[src/rtl/alu_seq_ctrl_if.sv]
`default_nettype none
// ============================================================================
// Module      : alu_seq_ctrl_if
// Description : Command and result handshake bundle for the ALU sequencer.
// Revision    : 1.0 - initial release
// ============================================================================
interface alu_seq_ctrl_if #(
    parameter int WIDTH = 3
);
    logic                 in_valid;
    logic                 in_ready;
    logic [WIDTH-1:0]     in_a;
    logic [WIDTH-1:0]     in_b;
    logic [1:0]           in_sel;
    logic                 out_valid;
    logic                 out_ready;
    logic [2*WIDTH-1:0]   out_result;
    logic                 out_dz;
    logic                 busy;

    modport master (
        output in_valid, in_a, in_b, in_sel, out_ready,
        input  in_ready, out_valid, out_result, out_dz, busy
    );

    modport slave (
        input  in_valid, in_a, in_b, in_sel, out_ready,
        output in_ready, out_valid, out_result, out_dz, busy
    );
endinterface
`default_nettype wire

[src/rtl/alu_seq_ctrl.sv]
`default_nettype none
// ============================================================================
// Module      : alu_seq_ctrl
// Description : Sequencer for add/sub/mul/div over one shared adder/subtractor.
// Revision    : 1.0 - initial release
// ============================================================================
module alu_seq_ctrl #(
    parameter int WIDTH = 3
) (
    input  wire logic       clk,
    input  wire logic       rst,
    alu_seq_ctrl_if.slave   bus
);
    localparam int c_RW = 2 * WIDTH;
    localparam int c_CW = $clog2(WIDTH + 1);

    localparam logic [1:0] c_OP_ADD = 2'b00;
    localparam logic [1:0] c_OP_SUB = 2'b01;
    localparam logic [1:0] c_OP_MUL = 2'b10;
    localparam logic [1:0] c_OP_DIV = 2'b11;

    localparam logic [1:0] c_ST_IDLE = 2'd0;
    localparam logic [1:0] c_ST_EXEC = 2'd1;
    localparam logic [1:0] c_ST_DONE = 2'd2;

    logic [1:0]        r_state;
    logic [1:0]        w_state_nx;
    logic              w_in_ready;
    logic              w_out_valid;
    logic              w_busy;

    logic [WIDTH-1:0]  r_a;
    logic [WIDTH-1:0]  r_b;
    logic [1:0]        r_sel;
    logic              r_dz_op;
    logic [c_RW-1:0]   r_acc;
    logic [c_RW-1:0]   r_x;
    logic [WIDTH-1:0]  r_y;
    logic [c_CW-1:0]   r_cnt;
    logic [c_RW-1:0]   r_result;
    logic              r_dz;

    logic [WIDTH:0]    w_rem_sh;
    logic [c_RW-1:0]   w_op_x;
    logic [c_RW-1:0]   w_op_y;
    logic              w_sub;
    logic [c_RW:0]     w_sum;
    logic              w_geq;
    logic [c_RW-1:0]   w_acc_nx;
    logic [WIDTH-1:0]  w_y_nx;
    logic [c_RW-1:0]   w_res;
    logic              w_accept;
    logic              w_last;

    always_ff @(posedge clk) begin
        if (rst) begin
            r_state <= c_ST_IDLE;
        end else begin
            r_state <= w_state_nx;
        end
    end

    always_comb begin
        w_state_nx  = r_state;
        w_in_ready  = 1'b0;
        w_out_valid = 1'b0;
        w_busy      = 1'b0;
        case (r_state)
            c_ST_IDLE: begin
                w_in_ready = 1'b1;
                if (bus.in_valid) w_state_nx = c_ST_EXEC;
            end
            c_ST_EXEC: begin
                w_busy = 1'b1;
                if (r_cnt == c_CW'(1)) w_state_nx = c_ST_DONE;
            end
            c_ST_DONE: begin
                w_busy      = 1'b1;
                w_out_valid = 1'b1;
                if (bus.out_ready) w_state_nx = c_ST_IDLE;
            end
            default: w_state_nx = c_ST_IDLE;
        endcase
    end

    assign w_accept = (r_state == c_ST_IDLE) && bus.in_valid;
    assign w_last   = (r_state == c_ST_EXEC) && (r_cnt == c_CW'(1));

    // Operand steering: every operation funnels through the one adder/subtractor.
    always_comb begin
        w_rem_sh = {r_acc[WIDTH-1:0], r_y[WIDTH-1]};
        w_op_x   = {{(c_RW-WIDTH){1'b0}}, r_a};
        w_op_y   = {{(c_RW-WIDTH){1'b0}}, r_b};
        w_sub    = 1'b0;
        case (r_sel)
            c_OP_SUB: w_sub = 1'b1;
            c_OP_MUL: begin
                w_op_x = r_acc;
                w_op_y = r_x;
            end
            c_OP_DIV: begin
                w_op_x = c_RW'(w_rem_sh);
                w_sub  = 1'b1;
            end
            default: ;
        endcase
    end

    assign w_sum = {1'b0, w_op_x} + {1'b0, w_op_y ^ {c_RW{w_sub}}} + {{c_RW{1'b0}}, w_sub};
    // Carry out of x + ~y + 1 means the trial subtraction did not borrow.
    assign w_geq = w_sum[c_RW];

    always_comb begin
        w_acc_nx = w_sum[c_RW-1:0];
        w_y_nx   = r_y;
        w_res    = w_sum[c_RW-1:0];
        case (r_sel)
            c_OP_MUL: begin
                w_acc_nx = r_y[0] ? w_sum[c_RW-1:0] : r_acc;
                w_y_nx   = r_y >> 1;
                w_res    = w_acc_nx;
            end
            c_OP_DIV: begin
                w_acc_nx = w_geq ? w_sum[c_RW-1:0] : c_RW'(w_rem_sh);
                w_y_nx   = {r_y[WIDTH-2:0], w_geq};
                w_res    = r_dz_op ? {r_a, {WIDTH{1'b1}}} : {w_acc_nx[WIDTH-1:0], w_y_nx};
            end
            default: ;
        endcase
    end

    always_ff @(posedge clk) begin
        if (rst) begin
            r_a      <= '0;
            r_b      <= '0;
            r_sel    <= '0;
            r_dz_op  <= 1'b0;
            r_acc    <= '0;
            r_x      <= '0;
            r_y      <= '0;
            r_cnt    <= '0;
            r_result <= '0;
            r_dz     <= 1'b0;
        end else if (w_accept) begin
            r_a     <= bus.in_a;
            r_b     <= bus.in_b;
            r_sel   <= bus.in_sel;
            r_dz_op <= (bus.in_sel == c_OP_DIV) && (bus.in_b == '0);
            r_acc   <= '0;
            r_x     <= {{(c_RW-WIDTH){1'b0}}, bus.in_a};
            r_y     <= (bus.in_sel == c_OP_DIV) ? bus.in_a : bus.in_b;
            if ((bus.in_sel == c_OP_MUL) || ((bus.in_sel == c_OP_DIV) && (bus.in_b != '0))) begin
                r_cnt <= c_CW'(WIDTH);
            end else begin
                r_cnt <= c_CW'(1);
            end
        end else if (r_state == c_ST_EXEC) begin
            r_cnt <= r_cnt - c_CW'(1);
            r_acc <= w_acc_nx;
            r_x   <= r_x << 1;
            r_y   <= w_y_nx;
            if (w_last) begin
                r_result <= w_res;
                r_dz     <= r_dz_op;
            end
        end
    end

    assign bus.in_ready   = w_in_ready;
    assign bus.out_valid  = w_out_valid;
    assign bus.busy       = w_busy;
    assign bus.out_result = r_result;
    assign bus.out_dz     = r_dz;
endmodule
`default_nettype wire
[src/flat_wrapper.sv]
// flat-port wrapper written by rule: the top's interface ports become plain ports
module alu_seq_ctrl_flat 
#(
    parameter int WIDTH = 3
)
  (clk, rst, bus_in_valid, bus_in_a, bus_in_b, bus_in_sel, bus_out_ready, bus_in_ready, bus_out_valid, bus_out_result, bus_out_dz, bus_busy);
  alu_seq_ctrl_if #(.WIDTH(WIDTH)) bus_i ();
  input  wire logic clk;
  input  wire logic rst;
  input wire logic [$bits(bus_i.in_valid)-1:0] bus_in_valid;
  input wire logic [$bits(bus_i.in_a)-1:0] bus_in_a;
  input wire logic [$bits(bus_i.in_b)-1:0] bus_in_b;
  input wire logic [$bits(bus_i.in_sel)-1:0] bus_in_sel;
  input wire logic [$bits(bus_i.out_ready)-1:0] bus_out_ready;
  output wire logic [$bits(bus_i.in_ready)-1:0] bus_in_ready;
  output wire logic [$bits(bus_i.out_valid)-1:0] bus_out_valid;
  output wire logic [$bits(bus_i.out_result)-1:0] bus_out_result;
  output wire logic [$bits(bus_i.out_dz)-1:0] bus_out_dz;
  output wire logic [$bits(bus_i.busy)-1:0] bus_busy;
  assign bus_i.in_valid = bus_in_valid;
  assign bus_i.in_a = bus_in_a;
  assign bus_i.in_b = bus_in_b;
  assign bus_i.in_sel = bus_in_sel;
  assign bus_i.out_ready = bus_out_ready;
  assign bus_in_ready = bus_i.in_ready;
  assign bus_out_valid = bus_i.out_valid;
  assign bus_out_result = bus_i.out_result;
  assign bus_out_dz = bus_i.out_dz;
  assign bus_busy = bus_i.busy;
  alu_seq_ctrl #(.WIDTH(WIDTH)) u_core (.clk(clk), .rst(rst), .bus(bus_i));
endmodule
[config.mk]
export PLATFORM = sky130hd
export DESIGN_NAME = alu_seq_ctrl_flat
export DESIGN_NICKNAME = d
export VERILOG_FILES = /design/src/rtl/alu_seq_ctrl_if.sv /design/src/rtl/alu_seq_ctrl.sv /design/src/flat_wrapper.sv
export SDC_FILE = /design/constraint.sdc
export NUM_CORES = 1
export LEC_CHECK = 0
export CAP_MARGIN = 5
export CORE_MARGIN = 5
export CORE_UTILIZATION = 63
export CTS_BUF_LIST = sky130_fd_sc_hd__clkbuf_8
export CTS_CLUSTER_SIZE = 12
export DETAILED_ROUTE_END_ITERATION = 12
export PLACE_DENSITY = 0.92
export SYNTH_ARGS = -nofsm -noshare
export SYNTH_HDL_FRONTEND = slang
export SYNTH_SLANG_ARGS = --single-unit
[constraint.sdc]
create_clock -name clk -period 6.6 [get_ports clk]
set_input_delay 1.98 -clock clk [delete_from_list [all_inputs] [get_ports clk]]
set_output_delay 1.98 -clock clk [all_outputs]
set_load 0.01 [all_outputs]
==> results_dict.tcl, run 1 <==
set metrics [dict create \
    cp.arrival_ns 4.03 \
    clk_pin_slew_worst_paths_ns 0.06 \
    drt_iter0_drc 303 \
    die_h_um 69.2 \
    hold_violations 0 \
    grt_pass1_wl_um 10100 \
    worst_pin_slew_ns 1.03 \
    p_switching_w 0.000233 \
    hold_class "reg2reg" \
    required_ns 6.73 \
    antenna_cells 0 \
    synth_xor_area_frac 0.0159 \
    period_needed_ns 3.90 \
    synth_area_um2 2210 \
    skew_ns 0.00481 \
    top_layer "met4" \
    dpl_worst_slack_ns 2.67 \
    postSynthCellCount 286 \
    areaGrowthSynthToFinish_pct 12.1 \
    min_period_over_period 0.591 \
    slew_headroom 0.311 \
    stdcell_count 342 \
    report.final.slew_viol_count 0 \
    ys_top_cells_by_count "nand2_1 (47), dfxtp_1 (35), nor2_1 (27), a21oi_1 (25), clkbuf_1 (16)" \
    firstDrtPassIters 6 \
    cap_violations 0 \
    route.final.wire_length_um 6050 \
    pin_count 22 \
    synthFlopType "dfxtp_1" \
    rr_endpoint "u_core.bus.out_result[3]" \
    synth-compound-area-share 0.261 \
    synthDistinctLibCells 49 \
    layout_setup_ws_ns 2.70 \
    wl_met1_um 2310 \
    dieArea_um2 4790 \
    irDropWorstVdd_uv 201 \
    reg2regPathDepth 11 \
    hold_path.startpoint "u_core.bus.out_dz" \
    hpwl_um 4540 \
    cp_max_fo 19 \
    r2r_slack_ns 2.70 \
    clockBufferDepth 2 \
    drt.antenna.violating_nets 0 \
    async_flop_share 0 \
    vias_per_cell 6.49 \
    ys_warn_count 0 \
    core_area_um2 3360 \
    critPathLaunch "u_core.r_sel[0]" \
    final_net_count 317 \
    vias 2218 \
    gp_congestion 0.948 \
    start_util 0.657 \
    grt_max_degree 30 \
    p_clk_frac 0.231 \
    tritoncts "built" \
    status "finished clean" \
    synth_edf_count 0 \
    synth.avg_cell_area_um2 7.72 \
    synth_top_area_share 0.317 \
    p_per_area_nw_per_um2 254 \
    worstSetupEndpointType "flop" \
    p_int_w 0.000397 \
    finalSetupViolations 0 \
    post_cts_buffers 0 \
    yosys.area.top_type "dfxtp_1" \
    synth-adder-area-share 0.0601 \
    p_leak_nw 0.904 \
    clock.fmax_mhz 256 \
    tns_ns 0 \
    cts_resized 0 \
    postPlaceCellArea_um2 2390 \
    synth-simple-area-share 0.216 \
    fp-row-count 21 \
    crit_path_end "u_core.bus.out_result[3]" \
    drt_drc_violations_left 0 \
    fill_cells 273 \
    yosysMostFrequentCell "nand2_1" \
    sw_frac_of_total 0.369 \
    synth_top_family_by_area "compound AO/OA/AOI/OAI gates" \
    synth_seq_cells 35 \
    htreeDepth 2 \
    wl_met3_um 508 \
    antenna_found_initial 0 \
    synth_fp_nets 308 \
    rsz0062_at_grt "no" \
    first_global_vias 2180 \
    crit-reg2reg-launch "u_core.r_sel[0]" \
    hold_buffers 0 \
    worstSkewPairLatency_ns 0.29 \
    power_frac_seq 0.416 \
    fin_area_um2 2480 \
    drive_above_1_share 0.0541 \
    die_w_um 69.2 \
    dp.cells 334 \
    cp-start-kind "flop" \
    critPathKind "reg2reg" \
    avgRoutedWirePerCell_um 17.7 \
    cts_sinks 35 \
    cts_buffers 5 \
    cts-root-buf "clkbuf_8" \
    met2_length_um 2910 \
    pwr-share-comb 0.353 \
    synth.area.mux_share 0.0720 \
    ys_seq_area_frac 0.317 \
    numPortBuffers 21 \
    gr-total-overflow 0 \
    gr-usage-all-layers 0.260 \
    netlist_top_cells_area "dfxtp_1 (32%), nand2_1 (8.0%), a21oi_1 (5.7%), ha_1 (5.1%), nor2_1 (4.6%)" \
]
-- power groups by stage --
stage | clock network, W | logic, W | registers [W]
final | 0.000145 | 0.000222 | 0.000262
after global routing | 0.000158 | 0.000244 | 0.000264
after CTS | 0.000148 | 0.000219 | 0.000260
after detailed placement | 0 | 0.000218 | 0.000265
after global placement | 0 | 0.000207 | 0.000263
after floorplan | 0 | 0.000161 | 0.000252
-- stage by stage --
| step | total power (W) | util | hold WS [ns] |
|---|---|---|---|
| global placement | 0.000470 | 0.712 | 0.446 |
| CTS | 0.000627 | 0.736 | 0.465 |
| detailed placement | 0.000483 | 0.712 | 0.458 |
| finish | 0.000630 | 0.736 | 0.463 |
| global route | 0.000667 | 0.736 | 0.482 |
| floorplan | 0.000414 | - | 0.445 |
-- cells in the final DEF, fill, tap and decap left out, types with 2 or more instances in the layout --
cell	count
nand2_1	47
dfxtp_1	35
nor2_1	27
a21oi_1	25
clkdlybuf4s50_1	21
o21ai_0	15
inv_1	13
mux2i_1	10
ha_1	9
a311oi_1	8
nand3_1	7
a211oi_1	6
and2_1	5
nand2b_1	5
o211ai_1	5
clkbuf_8	5
nor2b_1	4
mux2_2	3
a22oi_1	3
a21o_1	3
a31oi_1	3
a221o_1	2
xor2_1	2
o21a_1	2
o31a_1	2
or2_2	2
nor3_1	2
o31ai_1	2
and3_1	2
xnor2_1	2
-- worst min-delay path by stage --
stage | depth (start not counted) | slack (ns) | end
finish | 2 | 0.46 | u_core.bus.out_dz
global route | 2 | 0.48 | u_core.bus.out_dz
CTS | 2 | 0.46 | u_core.bus.out_dz
detailed placement | 2 | 0.46 | u_core.bus.out_dz
global placement | 2 | 0.45 | u_core.bus.out_dz
floorplan | 2 | 0.44 | u_core.r_a[2]
-- sequential cells by signal (all words and copies together), names as in the netlist --
register and count:
u_core.bus.out_dz 1, u_core.bus.out_result 6, u_core.r_a 3, u_core.r_acc 6, u_core.r_b 3, u_core.r_cnt 2
u_core.r_dz_op 1, u_core.r_sel 2, u_core.r_state 2, u_core.r_x 6, u_core.r_y 3
-- worst max-delay path, stage by stage, from the launching register on --
cell and delay (ns):
dfxtp_1 0.87, clkinv_1 0.49, nor2_1 0.20, a221o_1 0.16, inv_1 0.07, fa_1 0.47
nor2b_1 0.16, o31a_1 0.23, o21a_1 0.35, mux2_1 0.39, o211ai_1 0.22, a311oi_2 0.13
-- routing by layer --
layer / vias up / track usage
li1: 1033 / -
met2: 128 / 0.446
met3: 36 / 0.0667
met4: 0 / 0.158
met5: - / 0
met1: 1021 / 0.284
-- kinds of logic (layout without fill, tap and decap cells) --
group,Yosys count,after routing
buffers and inverters,31,41
multiplexers,15,15
AND/OR/NAND/NOR,106,106
flip-flops,35,35
AO/OA/AOI/OAI,85,85
adder cells (fa/ha/maj),10,10
XOR/XNOR,4,4
-- cell type report --
class / instances / area [um2] / area share
clock inverters: 3 / 12.5 / 0.00505
inverters: 12 / 45.0 / 0.0182
well taps: 46 / 57.6 / 0.0232
multi-input cells: 220 / 1380 / 0.558
clock buffers: 5 / 68.8 / 0.0278
flip-flops and latches: 35 / 701 / 0.283
repair buffers: 21 / 210 / 0.0849
No activity file was read; power rests on OpenSTA's default activity.
==> run 2: changes to the inputs <==
--- a/config.mk
+++ b/config.mk
@@ -7,11 +7,11 @@
 export LEC_CHECK = 0
 export CAP_MARGIN = 5
 export CORE_MARGIN = 5
-export CORE_UTILIZATION = 63
+export CORE_UTILIZATION = 59
 export CTS_BUF_LIST = sky130_fd_sc_hd__clkbuf_8
 export CTS_CLUSTER_SIZE = 12
 export DETAILED_ROUTE_END_ITERATION = 12
-export PLACE_DENSITY = 0.92
+export PLACE_DENSITY = 0.87
 export SYNTH_ARGS = -nofsm -noshare
 export SYNTH_HDL_FRONTEND = slang
 export SYNTH_SLANG_ARGS = --single-unit
==> constraint.sdc (replaced) <==
create_clock -name clk -period 3.7 [get_ports clk]
set_input_delay 1.11 -clock clk [delete_from_list [all_inputs] [get_ports clk]]
set_output_delay 1.11 -clock clk [all_outputs]
set_load 0.01 [all_outputs]
==> run 2 against run 1 <==
Cell count rose by 1.8%. Critical path depth did not move. Hold slack improved by 0.0071 ns. Global-route usage fell by 4.2 points. Cell area rose by 1.6%. Die area rose by 5.8%. Via count fell by 6.8%. Sequential cell count did not move. Sequential power rose by 74%. Worst setup slack got worse by 2.3 ns. Critical path type unchanged. Wire length fell by 11%.
==> results_dict.tcl, run 2 (synthesis results as in run 1) <==
set metrics [dict create \
    whs_endpoint "u_core.bus.out_dz" \
    worstSetupEndpointType "flop" \
    rr_endpoint "u_core.bus.out_result[3]" \
    hold_path.startpoint "u_core.bus.out_dz" \
    cts_sinks 35 \
    worst-path-buf-inv 0 \
    critPathTopFamily "multiplexers" \
    final_common_cell "nand2_1" \
    areaGrowthSynthToFinish_pct 13.9 \
    cp_max_fo 10 \
    power_frac_seq 0.410 \
    gr-total-overflow 0 \
    p_leak_nw 0.924 \
    hold_class "reg2reg" \
    pin_count 22 \
    final_cell_mix "nand2_1 (47), dfxtp_1 (35), nor2_1 (27), a21oi_1 (25), clkdlybuf4s50_1 (21)" \
    hold_violations 0 \
    post_cts_buffers 0 \
    sw_frac_of_total 0.359 \
    required_ns 3.86 \
    grt_max_degree 29 \
    r2r_slack_ns 0.44 \
    cts-root-buf "clkbuf_8" \
    vias 2068 \
    drt_iter0_drc 212 \
    cp.arrival_ns 3.41 \
    crit_path_cell_trace "mux2_2 > mux2i_2 > nor2_1 > nor2_1 > fa_1 > nor2b_1 > o31a_1 > o21a_1 > mux2_1 > o211ai_1 > a311oi_2" \
    drt.antenna.violating_nets 0 \
    firstDrtPassIters 5 \
    die_h_um 71.2 \
    gr-usage-all-layers 0.218 \
    skew_ns 0.00478 \
    p_clk_frac 0.227 \
    dieArea_um2 5070 \
    rsz0062_at_grt "no" \
    p_switching_w 0.000400 \
    period_needed_ns 3.26 \
    worstSkewPairLatency_ns 0.29 \
    start_util 0.608 \
    critPathSlowestCell "dfxtp_1" \
    reg2regPathDepth 11 \
    drive_above_1_share 0.0700 \
    min_period_over_period 0.880 \
    cts_buffers 5 \
    fin_area_um2 2510 \
    p_int_w 0.000713 \
    finalSetupViolations 0 \
    pwr-share-comb 0.363 \
    core_area_um2 3630 \
    report.final.slew_viol_count 0 \
    p_per_area_nw_per_um2 443 \
    route.final.wire_length_um 5410 \
    clockBufferDepth 2 \
    final_net_count 323 \
    fp-row-count 22 \
    critPathKind "reg2reg" \
    hold_buffers 0 \
    cp-start-kind "flop" \
    irDropWorstVdd_uv 341 \
    first_global_vias 1903 \
    hpwl_um 4050 \
    cap_violations 0 \
    avgRoutedWirePerCell_um 15.5 \
    tns_ns 0 \
    cts_resized 0 \
    status "finished clean" \
    fill_cells 314 \
    worst_pin_slew_ns 0.544 \
    clk_pin_slew_worst_paths_ns 0.06 \
    drt_drc_violations_left 0 \
    crit_top_cell "nor2_1" \
    vias_per_cell 5.94 \
    tritoncts "built" \
    grt_pass1_wl_um 8860 \
    htreeDepth 2 \
    numPortBuffers 21 \
    gp_congestion 1.01 \
    holdPathStages 2 \
    die_w_um 71.2 \
    crit-reg2reg-launch "u_core.r_sel[0]" \
    antenna_found_initial 0 \
    antenna_cells 0 \
    clock.fmax_mhz 307 \
    cpPeakStageDelay_ns 0.51 \
    postPlaceCellArea_um2 2440 \
    slew_headroom 0.637 \
]
==> run 2: cell types whose count changed in the layout (fill, tap and decap cells not counted) <==
cell      previous run  this run
clkinv_2             1         0
inv_1               13        12
buf_4                0         6
==> run 2: how the worst max path moves through the flow <==
| stage | cells past startpoint | from | end |
|---|---|---|---|
| 5_1_grt | 11 | u_core.r_sel[0] | u_core.bus.out_result[3] |
| 6_report | 11 | u_core.r_sel[0] | u_core.bus.out_result[3] |
| 2_1_floorplan | 14 | u_core.r_sel[0] | u_core.bus.out_result[3] |
| 3_3_place_gp | 11 | u_core.r_sel[0] | u_core.bus.out_result[3] |
| 4_1_cts | 11 | u_core.r_sel[0] | u_core.bus.out_result[3] |
| 3_5_place_dp | 11 | u_core.r_sel[0] | u_core.bus.out_result[3] |
==> run 2: tightest hold or removal path, delay by kind of cell, from the launching register on <==
| kind | cells | cell delay, ns |
|---|---|---|
| flops | 1 | 0.32 |
| simple gates | 1 | 0.05 |
| compound gates | 1 | 0.05 |
==> run 2: layout make-up <==
class                   count  area, um2  share of cell area
flip-flops and latches     35        701               0.279
well taps                  48       60.1              0.0239
clock inverters             1       3.75             0.00149
clock buffers               5       68.8              0.0274
inverters                  12       45.0              0.0179
multi-input cells         220       1380               0.549
repair buffers             27        255               0.101
==> run 2: stage by stage <==
stage	power (W)	util	std cells	setup slack (ns)	hold WS, ns
after floorplan	0.000738	-	286	0.666	0.445
after global placement	0.000848	0.672	342	0.667	0.449
after detailed placement	0.000860	0.672	342	0.519	0.462
after CTS	0.00111	0.692	348	0.486	0.473
after global routing	0.00118	0.692	348	0.255	0.480
final	0.00111	0.692	348	0.445	0.471
==> run 2: power by group through the flow <==
stage               Combinational, W  Sequential [W]  Clock, W
finish                      0.000404        0.000457  0.000253
global route                0.000439        0.000461  0.000279
CTS                         0.000400        0.000455  0.000257
detailed placement          0.000398        0.000463         0
global placement            0.000387        0.000462         0
floorplan                   0.000288        0.000450         0
==> run 2: layer usage <==
layer,part of all wire,track usage
met3,0.051,0.0582
met2,0.48,0.366
met4,0.015,0.0585
met1,0.46,0.274
met5,0,0
==> run 3: changes to the inputs <==
--- a/config.mk
+++ b/config.mk
@@ -5,13 +5,14 @@
 export SDC_FILE = /design/constraint.sdc
 export NUM_CORES = 1
 export LEC_CHECK = 0
+export ABC_CLOCK_PERIOD_IN_PS = 3700
 export CAP_MARGIN = 5
 export CORE_MARGIN = 5
 export CORE_UTILIZATION = 59
 export CTS_BUF_LIST = sky130_fd_sc_hd__clkbuf_8
 export CTS_CLUSTER_SIZE = 12
 export DETAILED_ROUTE_END_ITERATION = 12
-export PLACE_DENSITY = 0.87
+export PLACE_DENSITY = 0.94
 export SYNTH_ARGS = -nofsm -noshare
 export SYNTH_HDL_FRONTEND = slang
 export SYNTH_SLANG_ARGS = --single-unit
==> run 3 against run 2 <==
Utilization rose by 0.86 points. Critical endpoint unchanged. Hold slack lost 0.0040 ns. Cell area rose by 1.2%. Sequential share of layout area decreased by 0.34 points. Clock-buffer cell count unchanged. Combinational power grew 2%. Register-to-register slack better by 0.13 ns. Global-route usage is 1.1 points higher. Critical path depth did not move.
==> results_dict.tcl, run 3 (synthesis results as in run 1) <==
set metrics [dict create \
    status "finished clean" \
    dieArea_um2 5070 \
    cp.arrival_ns 3.28 \
    die_h_um 71.2 \
    tritoncts "built" \
    rsz0062_at_grt "no" \
    first_global_vias 2034 \
    cts-root-buf "clkbuf_8" \
    power_frac_seq 0.403 \
    irDropWorstVdd_uv 315 \
    final_common_cell "nand2_1" \
    gp_congestion 0.954 \
    power.total_w 0.00113 \
    avgRoutedWirePerCell_um 15.8 \
    final_cell_mix "nand2_1 (47), dfxtp_1 (35), nor2_1 (27), a21oi_1 (25), clkdlybuf4s50_1 (21)" \
    core_area_um2 3630 \
    vias 2222 \
    final_net_count 326 \
    finalSetupViolations 0 \
    fin_area_um2 2550 \
    cts_resized 0 \
    post_cts_buffers 0 \
    report.final.slew_viol_count 0 \
    vias_per_cell 6.29 \
    worstSetupEndpointType "flop" \
    postPlaceCellArea_um2 2460 \
    p_int_w 0.000721 \
    hold_buffers 0 \
    start_util 0.608 \
    hold_class "reg2reg" \
    holdPathStages 2 \
    drive_above_1_share 0.0820 \
    critPathKind "reg2reg" \
    cp_max_fo 13 \
    drt.antenna.violating_nets 0 \
    cts_sinks 35 \
    min_period_over_period 0.844 \
    worst_pin_slew_ns 0.871 \
    seq_area_um2 701 \
    htreeDepth 2 \
    p_switching_w 0.000411 \
    areaGrowthSynthToFinish_pct 15.3 \
    slew_headroom 0.419 \
    dpl_worst_slack_ns 0.609 \
    antenna_found_initial 0 \
    grt_pass1_wl_um 9420 \
    antenna_cells 0 \
    multi_input_area_um2 1380 \
    gr-total-overflow 0 \
    clock.fmax_mhz 320 \
    p_clk_frac 0.235 \
    p_leak_nw 0.946 \
    cap_violations 0 \
    cp-start-kind "flop" \
    fp-row-count 22 \
    drt_drc_violations_left 0 \
    numPortBuffers 21 \
    dp.cells 345 \
    drt_iter0_drc 212 \
    reg2regPathDepth 11 \
    pwr-share-comb 0.363 \
    route.final.wire_length_um 5600 \
    required_ns 3.86 \
    tns_ns 0 \
    period_needed_ns 3.12 \
    firstDrtPassIters 5 \
    worstSkewPairLatency_ns 0.29 \
    gr-usage-all-layers 0.229 \
    die_w_um 71.2 \
    hpwl_um 4170 \
    skew_ns 0.00832 \
    fill_cells 299 \
    stdcell_count 353 \
    layout_setup_ws_ns 0.576 \
    cts_buffers 5 \
    clk_pin_slew_worst_paths_ns 0.07 \
    sw_frac_of_total 0.363 \
    p_per_area_nw_per_um2 444 \
    hold_violations 0 \
    clockBufferDepth 2 \
    grt_max_degree 29 \
    pin_count 22 \
]
==> run 3: critical path, stage by stage (launching register included) <==
cell and delay [ns]:
dfxtp_1 0.48, buf_4 0.26, mux2i_1 0.09, a21oi_1 0.21
inv_1 0.09, fa_1 0.43, nor2b_1 0.15, o31a_1 0.22
o21a_1 0.36, mux2_1 0.38, o211ai_1 0.19, a311oi_2 0.12
==> run 3: power groups by stage <==
stage / Combinational (W) / Sequential [W] / Clock [W]
floorplan: 0.000288 / 0.000450 / 0
global placement: 0.000396 / 0.000462 / 0
detailed placement: 0.000403 / 0.000462 / 0
CTS: 0.000405 / 0.000454 / 0.000266
global route: 0.000454 / 0.000460 / 0.000280
finish: 0.000411 / 0.000455 / 0.000265
==> run 3: per-layer routing <==
layer / global-route usage / part of all wire / vias to the layer above
met2: 0.366 / 0.45 / 124
met1: 0.301 / 0.43 / 1026
met5: 0 / 0 / -
li1: - / - / 1047
met4: 0.0919 / 0.032 / 0
met3: 0.0469 / 0.084 / 25
==> run 3: worst paths after layout <==
| check | to | startpoint | slack [ns] |
|---|---|---|---|
| max | u_core.bus.out_result[3] | u_core.r_sel[0] | 0.58 |
| min | u_core.bus.out_dz | u_core.bus.out_dz | 0.47 |
| max reg2reg | u_core.bus.out_result[3] | u_core.r_sel[0] | 0.58 |
| min reg2reg | u_core.bus.out_dz | u_core.bus.out_dz | 0.47 |
==> run 3: final cells by class <==
class	count	share of cell area
Multi-Input combinational cell	220	0.543
Sequential cell	35	0.275
Timing Repair Buffer	30	0.109
Clock buffer	5	0.0270
Tap cell	48	0.0236
Inverter	12	0.0177
Clock inverter	3	0.00491
==> run 3: through the flow <==
stage                     hold WS (ns)   util
after CTS                        0.473  0.701
after global placement           0.446  0.678
after floorplan                  0.445      -
after global routing             0.493  0.701
final                            0.467  0.701
after detailed placement         0.462  0.678
